[src/rtl/parameterized_piso.sv]
// Parallel-in/serial-out unloader: accepts a W-bit word through a ready/load
// handshake and streams it out one bit per clock with valid and last-bit flags.
module parameterized_piso #(
    parameter int W         = 4,
    parameter bit MSB_FIRST = 1'b1
) (
    input  logic         clk,
    input  logic         rst_n,
    input  logic         sclr,
    input  logic         load,
    input  logic [W-1:0] d,
    output logic         ready,
    output logic         sout,
    output logic         sout_valid,
    output logic         done
);

    localparam int            CW   = (W > 1) ? $clog2(W) : 1;
    localparam logic [CW-1:0] LAST = CW'(W - 1);

    typedef enum logic {
        IDLE,
        SHIFT
    } state_t;

    state_t        state, state_nx;
    logic [W-1:0]  shreg, shreg_nx;
    logic [CW-1:0] cnt, cnt_nx;
    logic          sout_nx, valid_nx;
    logic          accept;

    // The register always holds the bits still to be sent, so the next bit is at the head.
    function automatic logic head(input logic [W-1:0] v);
        return MSB_FIRST ? v[W-1] : v[0];
    endfunction

    function automatic logic [W-1:0] advance(input logic [W-1:0] v);
        return MSB_FIRST ? {v[W-2:0], 1'b0} : {1'b0, v[W-1:1]};
    endfunction

    assign done   = sout_valid & (cnt == LAST);
    assign ready  = (state == IDLE) | done;
    assign accept = load & ready & ~sclr;

    always_ff @(posedge clk or negedge rst_n) begin
        if (!rst_n) begin
            state      <= IDLE;
            shreg      <= '0;
            cnt        <= '0;
            sout       <= 1'b0;
            sout_valid <= 1'b0;
        end else begin
            state      <= state_nx;
            shreg      <= shreg_nx;
            cnt        <= cnt_nx;
            sout       <= sout_nx;
            sout_valid <= valid_nx;
        end
    end

    // Accept on the last bit reloads directly, giving a gapless back-to-back stream.
    always_comb begin
        state_nx = state;
        shreg_nx = shreg;
        cnt_nx   = cnt;
        sout_nx  = sout;
        valid_nx = sout_valid;
        if (sclr) begin
            state_nx = IDLE;
            shreg_nx = '0;
            cnt_nx   = '0;
            sout_nx  = 1'b0;
            valid_nx = 1'b0;
        end else if (accept) begin
            state_nx = SHIFT;
            shreg_nx = advance(d);
            cnt_nx   = '0;
            sout_nx  = head(d);
            valid_nx = 1'b1;
        end else if (state == SHIFT) begin
            if (done) begin
                state_nx = IDLE;
                shreg_nx = '0;
                cnt_nx   = '0;
                sout_nx  = 1'b0;
                valid_nx = 1'b0;
            end else begin
                state_nx = SHIFT;
                shreg_nx = advance(shreg);
                cnt_nx   = cnt + CW'(1);
                sout_nx  = head(shreg);
                valid_nx = 1'b1;
            end
        end
    end

endmodule

[config.mk]
export PLATFORM = sky130hd
export DESIGN_NAME = parameterized_piso
export DESIGN_NICKNAME = d
export VERILOG_FILES = /design/src/rtl/parameterized_piso.sv
export SDC_FILE = /design/constraint.sdc
export NUM_CORES = 1
export LEC_CHECK = 0
export ABC_AREA = 1
export BUFFER_PORTS_ARGS = -buffer_cell sky130_fd_sc_hd__buf_2
export CORE_MARGIN = 2
export CORE_UTILIZATION = 30
export DETAILED_ROUTE_END_ITERATION = 7
export GPL_TIMING_DRIVEN = 0
export PLACE_DENSITY_LB_ADDON = 0.12
export SETUP_SLACK_MARGIN = 0.2
export SLEW_MARGIN = 20
export SYNTH_ARGS = -nofsm -noshare
export SYNTH_HDL_FRONTEND = slang
export SYNTH_SLANG_ARGS = --single-unit
[constraint.sdc]
create_clock -name clk -period 1.74 [get_ports clk]
set_clock_uncertainty 0.15 [all_clocks]
set_input_delay 0.348 -clock clk [delete_from_list [all_inputs] [get_ports clk]]
set_output_delay 0.348 -clock clk [all_outputs]
set_load 0.005 [all_outputs]
======== Word level (Yosys, flattened, before mapping) ========
Cells that the tools add are included.
cells by class
  add/subtract/negate cells ............... 1
  multiply operators ...................... 0
  div/mod/pow operators ................... 0
  magnitude comparators ................... 0
  equal/unequal tests ..................... 1
  shift-type cells ........................ 0
  muxes and demuxes ....................... 19
  bitwise gates (word level) .............. 6
  reductions and logical operators ........ 1
operators by type and width
  cell                   number
  $mux W4                4
  $mux W1                11
  $mux W2                4
  $and A1 B1 Y1          3
  $reduce_bool A3 Y1     1
  $add A2 B1 Y2 const B  1
  $eq A2 B2 Y1 const B   1
  $not A1 Y1             2
  $or A1 B1 Y1           1
storage, ports and cells
  bits in registers ....................... 9
  latch bits .............................. 0
  memory bits (writable) .................. 0
  ROM bits ................................ 0
  input port bits ......................... 8
  output and inout bits ................... 4
  word-level logic and storage cells ...... 33
  memories ................................ 0

======== Logic depth before layout (Yosys ltp) ========
  word-level depth ........................ 7
  gate-level depth with buffers ........... 7
  mapped depth without buffers ............ 7

======== Worst setup path before layout ========
No wires, ideal clock.
  path kind ............................... flip-flop to flip-flop
  start point ............................. register cnt[0]
  end point ............................... register shreg[2]
  setup time .............................. 117 ps
  arrival time ............................ 1017 ps
  required time ........................... 1473 ps
  setup slack ............................. 455 ps
  cell stages (with the launch flop) ...... 8
  buffers on the path ..................... 0
  period minus slack after synthesis ...... 1285 ps
  cells stage by stage .................... dfrtp_1 ha_1 nand2_2 nand2_2 nand2_2 nand2_1 nand3_1 nand2_1
between the ends
  word-level cells in the longest chain between the ends .. 7
  elaborated cells between the ends (all ways) .. 10
  classes of those cells .................. eq/ne: 1; mux: 4; bitwise: 4; reduce/logical: 1
ends and longest elaborated chain
  element                         line  RTL
  from (decl)                     28    logic [CW-1:0] cnt, cnt_nx;
  from (signal assigned)          55    cnt <= cnt_nx;
  $eq A2 B2 Y1 (*)                41    assign done = sout_valid & (cnt == LAST);
  $and A1 B1 Y1 (*)               41
  $or A1 B1 Y1 (*)                42    assign ready = (state == IDLE) | done;
  via ready                       12    output logic ready,
  $and A1 B1 Y1 (*) (2 in a row)  43    assign accept = load & ready & ~sclr;
  $mux W4                         74    end else if (accept) begin
  $mux W4                         68    if (sclr) begin
  to (signal assigned)            54    shreg <= shreg_nx;
  to (decl)                       27    logic [W-1:0] shreg, shreg_nx;
Mark *: on every way through the listed nets, which the timed path passes. The rest lies on a longest branch. The select of a mux whose other input is x is not followed.
A chain may end at the register's enable or synchronous reset.

======== Worst setup path in the final report ========
  start point ............................. register cnt[0]
  end point ............................... output port ready
between the ends
  word-level cells in the longest chain between the ends .. 3
ends and longest elaborated chain
  element        line
  $eq A2 B2 Y1   41
  $and A1 B1 Y1  41
  $or A1 B1 Y1   42
  to (decl)      12
No other way between the ends.

==> metrics <==
status=completed; Worst-Skew Late Latency=250 ps; largest family of logic cells by synthesized area=simple AND/OR/NAND/NOR gates; Routed WL per cell=10.0 um; Pins Over Slew Limit=0; switching share of power=25.4%; clk buf depth=2; grt total ovfl=0; via count=388; CTS tree=done; number of primary I/O pins=12; Compound-Gate Fraction of Synth Area=3.01%; Starting Density=31.9%; Final Hold Fails=0; vias in the first global route=374; Gate power share=16.5%; Worst setup EP type=output pin; P_sw=0.000106 W; Cell Rows=13; Hold Path Class=primary input to register; DR vias/cell=4.46; met1 global-route usage=15.4%; Yosys reg bits=8; hpwl dp=623 um; Synth Warn #=0; CTS buffer count=3; WL final=870 um; pin count of the biggest net entering global routing=9; initial antenna violation count=0; Die Width=41.2 um; Syn Inst Count=52; Nets=83; startpoint types=register; Slew @ Worst Pin=421 ps; RSZ-0062 raised after global routing=yes; htree depth=1; Mapped Nets=61; Clock transition at path regs=50 ps; Post-Synth Adder-Cell Area=3.01%; CTS Sinks=8; PnR Total Power=0.000417 W; Area Growth Syn to Fin=39.2%; DRT iter0 DRCs=3; Leakage=0.345 nW; Port Buffers=11; layout cells sized above 1=34.7%; DIE AREA=1700 um2; critical path required time=1240 ps; count of final setup violators=0; post-synthesis sequential area ratio=48.2%; CP Max Fanout=3; Max Freq=631 MHz; max cap viols=0; pwr dens=721 nW/um2; XOR/XNOR Fraction of Synth Area=0%; first-pass GRT wire length=1490 um; CP most frequent cell=nand2_4; Mean Syn Cell Area=7.99 um2; CP Data Arrival Time=1090 ps; Flop pwr share=49.9%; CORE AREA=1300 um2; Slew headroom=71.8%; Antenna Nets Post-Route=0; Slowest-stage cell, CP=dfrtp_1; multiplexer area fraction after synthesis=0%; # DRC=0; power share of the clock group=33.6%; CTS root buf=clkbuf_4; Setup Crit Path Kind=register to output pin; GR Util met3=9.78%; final worst path period share=91.1%; critical path, cell by cell=ha_2, nand2_4, nand2_4, buf_6; worst ir drop on vdd=0.512 mV; TNS Setup=0 ps; TritonRoute pass-1 iters=4; Final min period=1590 ps; Mapped Area=415 um2; crit-path max cell delay=390 ps; Placer Congestion=0.755; Simple-Gate Fraction of Synth Area=39.5%; ANT cells=0; unique cell type count in the Yosys netlist=12; grt peak-use layer=met2; M2 GR Usage=22.7%; Die Y=41.2 um; Int Power=0.000311 W; Total Routing Usage GR=14.8%; post-layout util=44.4%
## synthesized netlist by cell type
| library cell | count | area (um2) |
|---|---|---|
| nand2_1 | 19 | 71.3 |
| dfrtp_1 | 8 | 200 |
| nand3_1 | 8 | 40.0 |
| inv_1 | 7 | 26.3 |
| nand2_2 | 3 | 18.8 |
| a21oi_1 | 1 | 5.00 |
| ha_1 | 1 | 12.5 |
| nand2b_1 | 1 | 6.26 |
| nand4_1 | 1 | 6.26 |
| nor2_4 | 1 | 11.3 |
| nor3_2 | 1 | 10.0 |
| o21a_1 | 1 | 7.51 |
## per-stage QoR
stage / instances / hold WS (ps) / cell area, um2 / setup slack [ps]
6_report: 87 / 182 / 578 / 155
5_1_grt: 87 / 191 / 578 / 116
4_1_cts: 85 / 182 / 563 / 160
3_5_place_dp: 78 / 56.6 / 489 / 254
3_3_place_gp: 78 / 52.1 / 489 / 250
2_1_floorplan: 52 / -97.6 / 415 / 455
## cells in the final DEF (no fill, tap or decap), drive strengths merged
| master | count |
|---|---|
| nor2 | 1 |
| ha | 1 |
| clkbuf | 3 |
| nand2 | 22 |
| nand2b | 1 |
| o21a | 1 |
| dfrtp | 8 |
| inv | 7 |
| buf | 16 |
| a21oi | 1 |
| nand4 | 1 |
| nand3 | 8 |
| nor3 | 1 |
| dlygate4sd3 | 1 |
## registers in the layout (all words and copies together) (netlist names)
register    flops
cnt             2
sout_valid      1
state           1
shreg           3
sout            1
## area by class of cell
cell class / instances / area, um2
fill: 146 / 723
multi-input combinational: 37 / 201
sequential: 8 / 200
timing repair buffer: 17 / 109
inverter: 7 / 26.3
clock buffer: 3 / 22.5
tap: 15 / 18.8
## critical path: cells and delay by family, from the launching register on
kind | cells | cell delay, ps
adder cells (fa/ha/maj) | 1 | 200
AND/OR/NAND/NOR | 2 | 130
buffers and inverters | 1 | 110
flip-flops | 1 | 390
## power by group through the flow
stage	Sequential, W	Combinational (W)	Clock [W]
finish	0.000208	0.0000687	0.000140
CTS	0.000208	0.0000682	0.000147
global route	0.000209	0.0000805	0.000155
floorplan	0.000209	0.0000322	0
detailed placement	0.000210	0.0000571	0
global placement	0.000210	0.0000569	0
## cells by family after synthesis
family | count (synthesis)
buffers and inverters | 7
AOI/OAI and AO/OA | 2
and+or+nand+nor | 34
DFF | 8
adders and majority gates | 1
## metal layers
layer | part of all wire, % | routed length (um) | vias up
li1 | - | - | 203
met2 | 49 | 430 | 8
met1 | 43 | 373 | 175
met3 | 6.2 | 54 | 2
met4 | 1.3 | 11 | 0
met5 | 0 | 0 | -
## timing repair
| action | in CTS | in global routing |
|---|---|---|
| pin swaps | 2 | 1 |
| endpoints found under the setup margin | 2 | 2 |
| endpoints found under the hold margin | 8 | 0 |
| hold buffers | 1 | 0 |
| setup buffers | 3 | 2 |
| gates resized for setup | 4 | 0 |
| cloned | 0 | 0 |
## path summary, 6_finish.rpt
kind	start	to	cells past startpoint	slack (ps)
max in group asynchronous	rst_n	shreg[1]	2	950
max reg2reg	cnt[0]	shreg[3]	8	340
min reg2reg	sout	sout	2	320
min	sclr	state	2	180
max	cnt[0]	ready	4	150
min in group asynchronous	rst_n	state	2	320
Power figures use the tool's default switching activity.
